==> src/rtl/audio_decimator_if.sv <==
// -----------------------------------------------------------------------------
// audio_decimator_if
// Groups the audio sample input stream and the decimated output stream of
// audio_decimator into one bundle.
//   sample_in    [15:0] unsigned expansion audio, midscale 16'h8000
//   sample_tick         one-cycle strobe, sample_in valid
//   out_ready           downstream accepts the head word
//   out_valid           output FIFO non-empty
//   out_data     [15:0] signed two's-complement head word (0 when empty)
//   overflow            sticky: a decimated word was dropped
//   overflow_clr        synchronous clear of overflow
// Modports:
//   master - the decimator (consumes samples, produces output words)
//   slave  - the environment (produces samples, consumes output words)
// -----------------------------------------------------------------------------
interface audio_decimator_if;
  logic [15:0] sample_in;
  logic        sample_tick;
  logic        out_ready;
  logic        out_valid;
  logic [15:0] out_data;
  logic        overflow;
  logic        overflow_clr;

  modport master (
    input  sample_in, sample_tick, out_ready, overflow_clr,
    output out_valid, out_data, overflow
  );

  modport slave (
    output sample_in, sample_tick, out_ready, overflow_clr,
    input  out_valid, out_data, overflow
  );
endinterface

==> src/rtl/audio_decimator.sv <==
// -----------------------------------------------------------------------------
// audio_decimator
// Box-car decimator for mixed expansion audio: averages 2^DECIM_LOG2 unsigned
// samples, converts the average to signed two's complement and queues it in a
// small output FIFO for a downstream serializer.
// Parameters:
//   DECIM_LOG2  log2 of samples averaged per output word (1..8)
//   FIFO_DEPTH  output FIFO entries (power of two, 2..16)
// Ports:
//   clk      single system clock, rising edge
//   reset_n  asynchronous active-low reset (deassertion synchronized here)
//   bus      audio_decimator_if.master (sample input, output stream, overflow)
// Optional feature:
//   AUDIO_DECIM_DC_BLOCK_EN  when defined, a first-order DC-blocking high-pass
//   sits between the offset conversion and the FIFO (one extra cycle latency).
// -----------------------------------------------------------------------------
module audio_decimator #(
  parameter int DECIM_LOG2 = 5,
  parameter int FIFO_DEPTH = 4
) (
  input  logic               clk,
  input  logic               reset_n,
  audio_decimator_if.master  bus
);

  localparam int DL = DECIM_LOG2;
  localparam int AW = 16 + DECIM_LOG2;
  localparam int PW = (FIFO_DEPTH > 1) ? $clog2(FIFO_DEPTH) : 1;
  localparam int CW = PW + 1;

  // ---------------------------------------------------------------------------
  // Reset synchronizer: assert asynchronously, release after two clock edges.
  // ---------------------------------------------------------------------------
  logic [1:0] rst_sync_q, rst_sync_d;
  logic       rst_int_n;

  assign rst_sync_d = {rst_sync_q[0], 1'b1};
  assign rst_int_n  = rst_sync_q[1];

  // Two-flop reset release synchronizer
  always_ff @(posedge clk or negedge reset_n) begin
    if (!reset_n) rst_sync_q <= 2'b00;
    else          rst_sync_q <= rst_sync_d;
  end

  // ---------------------------------------------------------------------------
  // Accumulate-and-dump decimation
  // ---------------------------------------------------------------------------
  logic [AW-1:0] acc_q, acc_d, sum_s;
  logic [DL-1:0] cnt_q, cnt_d;
  logic [15:0]   avg_q, avg_d;
  logic          strobe_q, strobe_d;
  logic [15:0]   s_s;

  // Next-state for accumulator, counter and average; the wrapping tick is
  // folded into the dumped sum so no sample is lost.
  always_comb begin
    acc_d    = acc_q;
    cnt_d    = cnt_q;
    avg_d    = avg_q;
    strobe_d = 1'b0;
    sum_s    = acc_q + {{DL{1'b0}}, bus.sample_in};
    if (bus.sample_tick) begin
      if (cnt_q == {DL{1'b1}}) begin
        avg_d    = sum_s[AW-1:DL];
        acc_d    = {AW{1'b0}};
        cnt_d    = {DL{1'b0}};
        strobe_d = 1'b1;
      end else begin
        acc_d = sum_s;
        cnt_d = cnt_q + DL'(1'b1);
      end
    end else begin
      acc_d = acc_q;
      cnt_d = cnt_q;
    end
  end

  // Decimation state registers
  always_ff @(posedge clk or negedge rst_int_n) begin
    if (!rst_int_n) begin
      acc_q    <= {AW{1'b0}};
      cnt_q    <= {DL{1'b0}};
      avg_q    <= 16'h0000;
      strobe_q <= 1'b0;
    end else begin
      acc_q    <= acc_d;
      cnt_q    <= cnt_d;
      avg_q    <= avg_d;
      strobe_q <= strobe_d;
    end
  end

  // Offset binary to two's complement: flipping the MSB recentres midscale.
  assign s_s = avg_q ^ 16'h8000;

  logic        push_s;
  logic [15:0] push_data_s;

`ifdef AUDIO_DECIM_DC_BLOCK_EN
  // ---------------------------------------------------------------------------
  // DC blocker: y = s - s_prev + y_prev - (y_prev >>> 8), saturated to 16 bits.
  // y_prev_q doubles as the word pushed into the FIFO one cycle later.
  // ---------------------------------------------------------------------------
  logic [15:0]        s_prev_q, s_prev_d;
  logic [15:0]        y_prev_q, y_prev_d;
  logic               filt_strobe_q, filt_strobe_d;
  logic signed [17:0] s_ext_s, s_prev_ext_s, y_prev_ext_s, y_full_s;
  logic [15:0]        y_sat_s;

  // Filter arithmetic and saturation
  always_comb begin
    s_ext_s      = $signed({{2{s_s[15]}}, s_s});
    s_prev_ext_s = $signed({{2{s_prev_q[15]}}, s_prev_q});
    y_prev_ext_s = $signed({{2{y_prev_q[15]}}, y_prev_q});
    y_full_s     = s_ext_s - s_prev_ext_s + y_prev_ext_s - (y_prev_ext_s >>> 8);
    if (y_full_s > 18'sd32767) begin
      y_sat_s = 16'h7FFF;
    end else if (y_full_s < -18'sd32768) begin
      y_sat_s = 16'h8000;
    end else begin
      y_sat_s = y_full_s[15:0];
    end
  end

  // Filter state advances only when a new decimated word arrives
  always_comb begin
    s_prev_d      = s_prev_q;
    y_prev_d      = y_prev_q;
    filt_strobe_d = strobe_q;
    if (strobe_q) begin
      s_prev_d = s_s;
      y_prev_d = y_sat_s;
    end else begin
      s_prev_d = s_prev_q;
      y_prev_d = y_prev_q;
    end
  end

  // Filter registers
  always_ff @(posedge clk or negedge rst_int_n) begin
    if (!rst_int_n) begin
      s_prev_q      <= 16'h0000;
      y_prev_q      <= 16'h0000;
      filt_strobe_q <= 1'b0;
    end else begin
      s_prev_q      <= s_prev_d;
      y_prev_q      <= y_prev_d;
      filt_strobe_q <= filt_strobe_d;
    end
  end

  assign push_s      = filt_strobe_q;
  assign push_data_s = y_prev_q;
`else
  assign push_s      = strobe_q;
  assign push_data_s = s_s;
`endif

  // ---------------------------------------------------------------------------
  // Output FIFO
  // ---------------------------------------------------------------------------
  logic [15:0]   mem_q [FIFO_DEPTH];
  logic [15:0]   mem_d [FIFO_DEPTH];
  logic [PW-1:0] wr_ptr_q, wr_ptr_d, rd_ptr_q, rd_ptr_d;
  logic [CW-1:0] count_q, count_d;
  logic          overflow_q, overflow_d;
  logic          full_s, empty_s, pop_s, do_push_s, drop_s;

  assign full_s    = (count_q == CW'(FIFO_DEPTH));
  assign empty_s   = (count_q == {CW{1'b0}});
  assign pop_s     = !empty_s && bus.out_ready;
  // A simultaneous pop frees the slot, so a push into a full FIFO still lands.
  assign do_push_s = push_s && (!full_s || pop_s);
  assign drop_s    = push_s && full_s && !pop_s;

  // FIFO storage, pointer, occupancy and sticky overflow next-state
  always_comb begin
    mem_d      = mem_q;
    wr_ptr_d   = wr_ptr_q;
    rd_ptr_d   = rd_ptr_q;
    count_d    = count_q;
    overflow_d = overflow_q;
    if (do_push_s) begin
      mem_d[wr_ptr_q] = push_data_s;
      wr_ptr_d        = wr_ptr_q + PW'(1'b1);
    end else begin
      wr_ptr_d = wr_ptr_q;
    end
    if (pop_s) begin
      rd_ptr_d = rd_ptr_q + PW'(1'b1);
    end else begin
      rd_ptr_d = rd_ptr_q;
    end
    case ({do_push_s, pop_s})
      2'b10:   count_d = count_q + CW'(1'b1);
      2'b01:   count_d = count_q - CW'(1'b1);
      default: count_d = count_q;
    endcase
    // A drop in the same cycle as a clear keeps the flag set.
    if (drop_s) begin
      overflow_d = 1'b1;
    end else if (bus.overflow_clr) begin
      overflow_d = 1'b0;
    end else begin
      overflow_d = overflow_q;
    end
  end

  // FIFO registers
  always_ff @(posedge clk or negedge rst_int_n) begin
    if (!rst_int_n) begin
      for (int i = 0; i < FIFO_DEPTH; i++) mem_q[i] <= 16'h0000;
      wr_ptr_q   <= {PW{1'b0}};
      rd_ptr_q   <= {PW{1'b0}};
      count_q    <= {CW{1'b0}};
      overflow_q <= 1'b0;
    end else begin
      mem_q      <= mem_d;
      wr_ptr_q   <= wr_ptr_d;
      rd_ptr_q   <= rd_ptr_d;
      count_q    <= count_d;
      overflow_q <= overflow_d;
    end
  end

  // Head word is read straight from storage; forced to zero when empty.
  assign bus.out_valid = !empty_s;
  assign bus.out_data  = empty_s ? 16'h0000 : mem_q[rd_ptr_q];
  assign bus.overflow  = overflow_q;

endmodule

==> src/flat_wrapper.sv <==
// flat-port wrapper written by rule: the top's interface ports become plain ports
module audio_decimator_flat 
#(
  parameter int DECIM_LOG2 = 5,
  parameter int FIFO_DEPTH = 4
)
  (clk, reset_n, bus_sample_in, bus_sample_tick, bus_out_ready, bus_overflow_clr, bus_out_valid, bus_out_data, bus_overflow);
  audio_decimator_if bus_i ();
  input  logic clk;
  input  logic reset_n;
  input wire logic [$bits(bus_i.sample_in)-1:0] bus_sample_in;
  input wire logic [$bits(bus_i.sample_tick)-1:0] bus_sample_tick;
  input wire logic [$bits(bus_i.out_ready)-1:0] bus_out_ready;
  input wire logic [$bits(bus_i.overflow_clr)-1:0] bus_overflow_clr;
  output wire logic [$bits(bus_i.out_valid)-1:0] bus_out_valid;
  output wire logic [$bits(bus_i.out_data)-1:0] bus_out_data;
  output wire logic [$bits(bus_i.overflow)-1:0] bus_overflow;
  assign bus_i.sample_in = bus_sample_in;
  assign bus_i.sample_tick = bus_sample_tick;
  assign bus_i.out_ready = bus_out_ready;
  assign bus_i.overflow_clr = bus_overflow_clr;
  assign bus_out_valid = bus_i.out_valid;
  assign bus_out_data = bus_i.out_data;
  assign bus_overflow = bus_i.overflow;
  audio_decimator #(.DECIM_LOG2(DECIM_LOG2), .FIFO_DEPTH(FIFO_DEPTH)) u_core (.clk(clk), .reset_n(reset_n), .bus(bus_i));
endmodule
==> config.mk <==
export PLATFORM = sky130hd
export DESIGN_NAME = audio_decimator_flat
export DESIGN_NICKNAME = d
export VERILOG_FILES = /design/src/rtl/audio_decimator_if.sv /design/src/rtl/audio_decimator.sv /design/src/flat_wrapper.sv
export SDC_FILE = /design/constraint.sdc
export NUM_CORES = 1
export LEC_CHECK = 0
export ABC_AREA = 1
export BUFFER_PORTS_ARGS = -buffer_cell sky130_fd_sc_hd__buf_2
export CAP_MARGIN = 20
export CORE_ASPECT_RATIO = 1.2
export CORE_MARGIN = 2
export CORE_UTILIZATION = 30
export CTS_CLUSTER_DIAMETER = 50
export DETAILED_ROUTE_END_ITERATION = 10
export GPL_ROUTABILITY_DRIVEN = 0
export GPL_TIMING_DRIVEN = 1
export HOLD_SLACK_MARGIN = 0.02
export PLACE_DENSITY = 0.55
export SLEW_MARGIN = 20
export SYNTH_ARGS = -nofsm -noshare
export SYNTH_HDL_FRONTEND = slang
export SYNTH_SLANG_ARGS = --single-unit
export TNS_END_PERCENT = 1
==> constraint.sdc <==
create_clock -name clk -period 3.3 [get_ports clk]
set_input_delay 0.165 -clock clk [delete_from_list [all_inputs] [get_ports clk]]
set_output_delay 0.165 -clock clk [all_outputs]
set_load 0.02 [all_outputs]
; Yosys cells after proc, flatten, opt, wreduce, memory -nomap -nowiden
; Cells that the tools add are included.
[totals]
ff_bits = 117
latch_bits = 0
mem_bits_rw = 0
mem_bits_ro = 0
input_bits = 21
wordCells = 56
memories = 0
[op_classes]
add_sub_neg = 6
multipliers = 0
div = 0
magnitude_cmp = 3
n_eq_ne = 4
n_shift = 0
muxes = 14
bitwise_logic = 3
n_reduce_logical = 13
[op_table]
columns = op, n
row1 = $bwmux 64, 1
row2 = $mux 16, 4
row3 = $bmux 16 s2, 1
row4 = $demux 16 s2, 1
row5 = $add 21x16->21, 1
row6 = $mux 21, 1
row7 = $ge 3x3->1 const B, 2
row8 = $not 2->3, 2
row9 = $pmux 3 s2, 1
row10 = $add 5x1->5 const B, 1
row11 = $eq 5x5->1 const B, 1
row12 = $logic_and 1x1->1, 5
row13 = $mux 5, 1
row14 = $add 2x1->2 const B, 2
row15 = $mux 1, 4
row16 = $reduce_bool 2->1, 2
row17 = $add 3x1->3 const B, 1
row18 = $eq 3x3->1 const B, 1
row19 = $logic_not 1->1, 3
row20 = $logic_not 3->1, 1
row21 = $lt 3x1->1 const B, 1
row22 = $sub 3x1->3 const B, 1
row23 = $eq 2x1->1 const B, 1
row24 = $eq 2x2->1 const B, 1
row25 = 3 further kinds, 3

; Logic depth before layout (Yosys ltp)
; Gate-level depths: netlist of the first run.
[depth]
depth_word = 7
ltp_mapped = 12
ltp_nobuf = 12

; Worst setup path after synthesis of the first run
; Ideal clock, no wire load.
[synth_path]
path_type = register to register
from = register u_core.count_q[0]
to = register u_core.count_q[2]
setup_ps = 131
arrival_ps = 1965
t_required_ps = 3169
slack_ps = 1204
stages_incl_launch_ff = 11
path_buffers = 0
synth_period_minus_slack_ps = 2096
cell_sequence = dfrtp_1 > nor2_2 > nand2_1 > clkinv_1 > nor2_1 > ha_1 > inv_1 > fa_1 > a21oi_1 > o21ai_0 > xor2_1
[synth_via]
elab_chain_cells = 7
[synth_lines]
columns = element, line_no
row1 = from (decl), audio_decimator.sv:166  ; logic [CW-1:0] count_q, count_d;
row2 = from (signal assigned), audio_decimator.sv:216  ; count_q <= {CW{1'b0}};
row3 = from (signal assigned), audio_decimator.sv:222  ; count_q <= count_d;
row4 = $logic_not 3->1 (*), audio_decimator.sv:171  ; assign empty_s = (count_q == {CW{1'b0}});
row5 = $logic_not 1->1 (*), n/a
row6 = net bus_out_valid, flat_wrapper.sv:15  ; output wire logic [$bits(bus_i.out_valid)-1:0] bus_out_valid;
row7 = $logic_and 1x1->1 (*), audio_decimator.sv:172  ; assign pop_s = !empty_s && bus.out_ready;
row8 = $logic_or 1x1->1, audio_decimator.sv:174  ; assign do_push_s = push_s && (!full_s || pop_s);
row9 = $logic_and 1x1->1, audio_decimator.sv:174
row10 = $eq 2x1->1 or $eq 2x2->1 (tied branches), audio_decimator.sv:195  ; case ({do_push_s, pop_s})
row11 = $pmux 3 s2 or $reduce_bool 2->1 (tied branches), n/a
; Mark *: on every way through the listed nets, which the timed path passes. The rest lies on a longest branch.
; A chain may end at the register's enable or synchronous reset.

; Final worst setup path of the first run
[layout_path]
from = register u_core.rd_ptr_q[0]
to = output port bus_out_data[5]
[layout_via]
elab_chain_cells = 5
[layout_lines]
columns = element, line_no
row1 = from (decl), audio_decimator.sv:165  ; logic [PW-1:0] wr_ptr_q, wr_ptr_d, rd_ptr_q, rd_ptr_d;
row2 = from (signal assigned), audio_decimator.sv:215  ; rd_ptr_q <= {PW{1'b0}};
row3 = from (signal assigned), audio_decimator.sv:221  ; rd_ptr_q <= rd_ptr_d;
row4 = $not 2->3 (not written as such), audio_decimator.sv:229  ; assign bus.out_data = empty_s ? 16'h0000 : mem_q[rd_ptr_q];
row5 = $bmux 16 s2, audio_decimator.sv:229
row6 = $mux 16 (not written as such) (2 in a row), audio_decimator.sv:229
row7 = $mux 16, audio_decimator.sv:229
row8 = to (decl), flat_wrapper.sv:16  ; output wire logic [$bits(bus_i.out_data)-1:0] bus_out_data;
; Every way passes these cells. The select of a mux whose other input is x is not followed.

==> results_dict.tcl, run 1 <==
set metrics [dict create \
    worst-r2r-cell-count 11 \
    synth_flop_cell "dfrtp_1" \
    die_w_microns 136 \
    die-area_sq_um 22100 \
    clock_sinks 117 \
    fin_setup_tns_ns 0 \
    maxSlewHeadroom_pct 34.8 \
    tightestPinTransition_ns 0.977 \
    clock_latency_ns 0.41 \
    drc 0 \
    timing.final.crit_share_pct 72.6 \
    nFillCells 2213 \
    cts_resized 0 \
    track_usage_pct 14.7 \
    synth_top_area_share_pct 46.6 \
    holdWs_ns 0.0611 \
    cts_buffer_depth 2 \
    peakVddDrop_v 0.000384 \
    endpoint "bus_out_data[5]" \
    status "finished clean" \
    crit_start "u_core.rd_ptr_q[0]$_DFFE_PN0N_" \
    postRouteAntennaNets 0 \
    synth_edf_count 0 \
    ys_top_cells_by_area "dfrtp_1, nand2_1, o21ai_0, inv_1, mux2_2" \
    fmax_ghz 0.418 \
    max_stage_delay_ns 0.70 \
    initial_utilization_pct 30.3 \
    syn_to_final_growth_pct 17.8 \
    cp-start-kind "flop" \
    ys_types 34 \
    io_pins 39 \
    wirelength_mm 15.2 \
    synth_cells 766 \
    synth_most_common_cell "nand2_1" \
    setup_viol 0 \
    critPathKind "flop to output port" \
    fp.dieH_microns 162 \
    r2r_setup_slack_ns 1.15 \
    finalClockSkew_ns 0.0123 \
    dr.pass1.iters 6 \
    critPathRequiredTime_ns 3.13 \
    cp_max_fo 32 \
    async_flop_share_pct 100 \
    grt_overflow_total 0 \
    drt_iter0_markers 348 \
    layout.nets 856 \
    hold_class "input port to async pin" \
    clk_pin_slew_ns 0.06 \
    power_density_nw_per_um2 893 \
    ys_ff_latch 117 \
    dp_hpwl_mm 10.7 \
    yosysWarningCount 0 \
    synth_common_cells "nand2_1, dfrtp_1, inv_1" \
    diodes 0 \
    worstPathCellList "inv_1 > o21ai_0 > a21oi_1 > buf_2" \
    maxCapViolations 0 \
    via_per_inst 4.62 \
    wire_per_inst_microns 13.9 \
    power.total_uw 6600 \
    cts_setup_buffers 0 \
    tritoncts "built" \
    synth_seq_area_share_pct 46.6 \
    clock-root-buffer "clkbuf_16" \
    slew_violations 0 \
    layout-drive-gt1-share_pct 14.5 \
    syn_nets 812 \
    routed-via-count 5055 \
    yosysTopAreaCell "dfrtp_1" \
    power.leakage_uw 0.00381 \
    cts_buffers 17 \
    r2r-start "u_core.count_q[0]$_DFFE_PN0P_" \
    grt_max_degree 116 \
    cp_slowest_cell "inv_1" \
    grt_first_pass_wirelength_mm 25.2 \
    worstPathArrival_ns 2.23 \
    grt_pass1_vias 4912 \
    end_kind "output port" \
    synth_area_sq_um 6280 \
    period_needed_ns 2.39 \
    cts_hold_buf 2 \
    hold_violations 0 \
    synth.avg_cell_area_sq_um 8.20 \
    h-tree-depth 4 \
    rows 58 \
    rsz0062_at_grt "no" \
    r2r-end "u_core.count_q[2]$_DFFE_PN0P_" \
    core_sq_um 20800 \
    antenna_found_initial 0 \
    port_buffers 38 \
]
[how the worst min path moves through the flow]
| stage | start | to | slack [ns] |
|---|---|---|---|
| floorplan | reset_n | u_core.rst_sync_q[0]$_DFF_PN0_ | -0.13 |
| global placement | reset_n | u_core.rst_sync_q[0]$_DFF_PN0_ | -0.05 |
| detailed placement | reset_n | u_core.rst_sync_q[0]$_DFF_PN0_ | -0.05 |
| CTS | reset_n | u_core.rst_sync_q[1]$_DFF_PN0_ | 0.05 |
| global route | reset_n | u_core.rst_sync_q[1]$_DFF_PN0_ | 0.06 |
| finish | reset_n | u_core.rst_sync_q[1]$_DFF_PN0_ | 0.06 |
[stage by stage]
stage               cells  area, sq um  setup slack, ns  utilization, %
global route         1093         7390            0.762            35.6
floorplan             766         6280             1.20               -
finish               1093         7390            0.906            35.6
detailed placement   1059         6770             1.15            32.6
global placement     1059         6770             1.18            32.6
CTS                  1093         7390            0.899            35.6
[state kept, by name, indices dropped and copies added (netlist names)]
name	cells
u_core.acc_q	21
u_core.avg_q	16
u_core.bus.overflow	1
u_core.cnt_q	5
u_core.count_q	3
u_core.mem_q	64
u_core.push_s	1
u_core.rd_ptr_q	2
u_core.rst_sync_q	2
u_core.wr_ptr_q	2
[power breakdown]
part,total (uW),internal (uW),switching [uW],leakage (uW)
clock,1890,1210,680,0.000286
sequential,2030,1780,247,0.00139
combinational,2680,915,1770,0.00213
total,6600,3910,2700,0.00381
[layout by cell type (no fill, tap or decap), types with 3 or more instances in the layout]
master / count
nor3_1: 6
ha_1: 23
nor2_1: 31
nor2_2: 4
buf_4: 9
mux2_2: 28
clkinv_2: 3
o21a_1: 3
bufinv_16: 3
nand3b_1: 7
xnor2_1: 4
buf_2: 38
a21oi_1: 62
xor2_1: 6
o21ai_0: 81
dfrtp_1: 116
clkbuf_16: 17
nand2_1: 207
clkinvlp_4: 3
nand3_1: 38
inv_1: 102
[metal layers]
metal | share of wire [%] | global-route usage (%)
met5 | 0 | 0
met4 | 1.4 | 5.02
met2 | 50 | 24.6
met1 | 46 | 19.0
met3 | 2.7 | 3.02
[final cells by class]
cell class / count / area (sq um) / area share, %
well taps: 270 / 338 / 4.57
clock buffers: 20 / 447 / 6.04
inverters: 104 / 390 / 5.28
repair buffers: 50 / 298 / 4.03
flip-flops and latches: 117 / 2930 / 39.6
multi-input cells: 520 / 2840 / 38.4
clock inverters: 12 / 154 / 2.08
[cells by family (layout without fill, tap and decap cells)]
| kind of cell | after synthesis | after routing | share of synthesized area [%] |
|---|---|---|---|
| compound gates | 152 | 152 | 12.5 |
| xor+xnor | 10 | 10 | 1.39 |
| fa+ha+maj | 25 | 25 | 5.22 |
| buf+inv | 129 | 186 | 8.29 |
| flops | 117 | 117 | 46.6 |
| mux | 30 | 30 | 5.50 |
| other cells | 1 | 1 | 0.0597 |
| simple gates | 302 | 302 | 20.4 |
[critical path: cells and delay by family (launching register included)]
kind / cells / cell delay (ns)
buf+inv: 2 / 0.91
compound gates: 2 / 0.52
flops: 1 / 0.37
Power figures use the tool's default switching activity.
==> run 2: changes to the inputs <==
Settings changed: PLACE_DENSITY 0.55 to 0.53.
Clock period 3.3 ns to 2.3 ns, I/O delays scaled along.
==> run 2 against run 1 <==
  * Cell count up 0.73%
  * Hold slack worse by 0.026 ns
  * Critical endpoint is now bus_out_data[11]
  * Critical path type unchanged
  * Clock-buffer cell count down 3
  * Sequential power up 44%
  * Routed wire length up 2.3%
  * Largest cell class unchanged
  * Total power up 41%
  * Die area unchanged
==> results_dict.tcl, run 2 (synthesis gave the netlist of run 1 again) <==
set metrics [dict create \
    drc 0 \
    path_buf_inv 3 \
    h-tree-depth 4 \
    rows 58 \
    routed-via-count 5098 \
    clk_pin_slew_ns 0.06 \
    initial_utilization_pct 30.3 \
    clock-root-buffer "clkbuf_16" \
    end_kind "output port" \
    power.leakage_uw 0.00382 \
    postLayoutCoreUtil_pct 35.8 \
    maxSlewHeadroom_pct 61.3 \
    via_per_inst 4.63 \
    worstPathArrival_ns 1.92 \
    r2r-start "u_core.acc_q[0]$_DFFE_PN0P_" \
    worst-r2r-cell-count 12 \
    fmax_ghz 0.492 \
    hold_class "input port to flop" \
    endpoint "bus_out_data[11]" \
    peakVddDrop_v 0.000615 \
    cp-start-kind "flop" \
    tightestPinTransition_ns 0.581 \
    critPathKind "flop to output port" \
    port_buffers 38 \
    final_common_cell "nand2_1" \
    die-area_sq_um 22100 \
    critPathMostFrequentCell "a21oi_1" \
    wirelength_mm 15.6 \
    fin_ws_ns 0.266 \
    pre_cts_ws_ns 0.284 \
    power_density_nw_per_um2 1250 \
    grt_overflow_total 0 \
    hold_depth 4 \
    grt_first_pass_wirelength_mm 26.1 \
    period_needed_ns 2.03 \
    fp.dieH_microns 162 \
    clock_sinks 117 \
    clock_latency_ns 0.42 \
    crit_family "buffers and inverters" \
    cp.depth 6 \
    hold_violations 0 \
    timing.final.crit_share_pct 88.4 \
    cp_slowest_cell "dfrtp_1" \
    top_regs "u_core.mem_q x64, u_core.acc_q x21, u_core.avg_q x16" \
    cts_buffers 17 \
    slew_violations 0 \
    setup_viol 0 \
    finalClockSkew_ns 0.00791 \
    multi_input_area_sq_um 2840 \
    fin_setup_tns_ns 0 \
    layout-drive-gt1-share_pct 15.3 \
    io_pins 39 \
    track_usage_pct 15.2 \
    critPathRequiredTime_ns 2.18 \
    cp_max_fo 11 \
    largest_reg_flops 64 \
    postRouteAntennaNets 0 \
    rsz0062_at_grt "no" \
    dp_hpwl_mm 11.0 \
    core_sq_um 20800 \
    dr.pass1.iters 4 \
    grt_max_degree 40 \
    die_w_microns 136 \
    worstPathCellList "clkinv_1 > buf_4 > a21oi_1 > o21ai_0 > a21oi_1 > buf_2" \
    max_stage_delay_ns 0.34 \
    regArea_sq_um 2930 \
    cts_buffer_depth 2 \
    wire_per_inst_microns 14.2 \
    antenna_found_initial 0 \
    mostFrequentLayoutCells "nand2_1, dfrtp_1, inv_1, o21ai_0, a21oi_1" \
    r2r_setup_slack_ns 0.27 \
    status "finished clean" \
    maxCapViolations 0 \
    regMostFlops "u_core.mem_q" \
    syn_to_final_growth_pct 18.3 \
    r2r-end "u_core.acc_q[20]$_DFFE_PN0P_" \
    crit_start "u_core.rd_ptr_q[1]$_DFFE_PN0N_" \
    layout.nets 864 \
    drt_iter0_markers 252 \
    grt_pass1_vias 5155 \
    diodes 0 \
    power.total_uw 9300 \
    nFillCells 2217 \
    tritoncts "built" \
]
run 2: changes by cell type in the layout (fill, tap and decap cells not counted):
cell / before / now
clkbuf_8: 1 / 0
inv_6: 1 / 2
clkinv_4: 2 / 3
clkbuf_1: 2 / 0
dlygate4sd3_1: 2 / 4
bufinv_16: 3 / 1
buf_4: 9 / 14
clkinvlp_4: 3 / 6
buf_12: 1 / 2
run 2: tightest hold or removal path: stages:
cell and delay (ns):
buf_2 0.07, inv_1 0.05, nand3_2 0.09, o22ai_1 0.07
run 2: final cells by class:
type / instances / area share (%)
Sequential cell: 117 / 39.5
Multi-Input combinational cell: 520 / 38.2
Clock buffer: 17 / 5.72
Inverter: 104 / 5.25
Timing Repair Buffer: 58 / 5.05
Tap cell: 270 / 4.55
Clock inverter: 15 / 1.80
run 2: per-stage QoR:
step	hold slack [ns]	std cells	area (sq um)
CTS	0.0213	1101	7430
global placement	-0.0980	1065	6830
global route	0.0547	1101	7430
floorplan	-0.181	766	6280
finish	0.0354	1101	7430
detailed placement	-0.0970	1065	6830
run 2: power by group:
group | internal (uW) | switching (uW)
combinational | 1350 | 2520
sequential | 2560 | 367
clock | 1490 | 1020
run 2: worst min-delay path by stage:
| stage | start | to | slack (ns) |
|---|---|---|---|
| after global routing | bus_out_ready | u_core.bus.overflow$_DFFE_PN0P_ | 0.05 |
| final | bus_out_ready | u_core.bus.overflow$_DFFE_PN0P_ | 0.04 |
| after CTS | bus_out_ready | u_core.bus.overflow$_DFFE_PN0P_ | 0.02 |
| after detailed placement | reset_n | u_core.rst_sync_q[0]$_DFF_PN0_ | -0.1 |
| after global placement | reset_n | u_core.rst_sync_q[0]$_DFF_PN0_ | -0.1 |
| after floorplan | reset_n | u_core.rst_sync_q[0]$_DFF_PN0_ | -0.18 |
run 2: what timing repair did:
| action | in CTS | in global routing |
|---|---|---|
| resized for setup | 0 | 0 |
| hold buffers | 4 | 0 |
| endpoints found under the setup margin | 0 | 0 |
| setup buffers | 0 | 0 |
| endpoints found under the hold margin | 6 | 0 |
run 2: metal layers:
layer | routed length [microns] | track usage [%]
met2 | 7530 | 25.4
met5 | 0 | 0
met1 | 7310 | 19.3
met3 | 309 | 2.40
met4 | 449 | 7.10
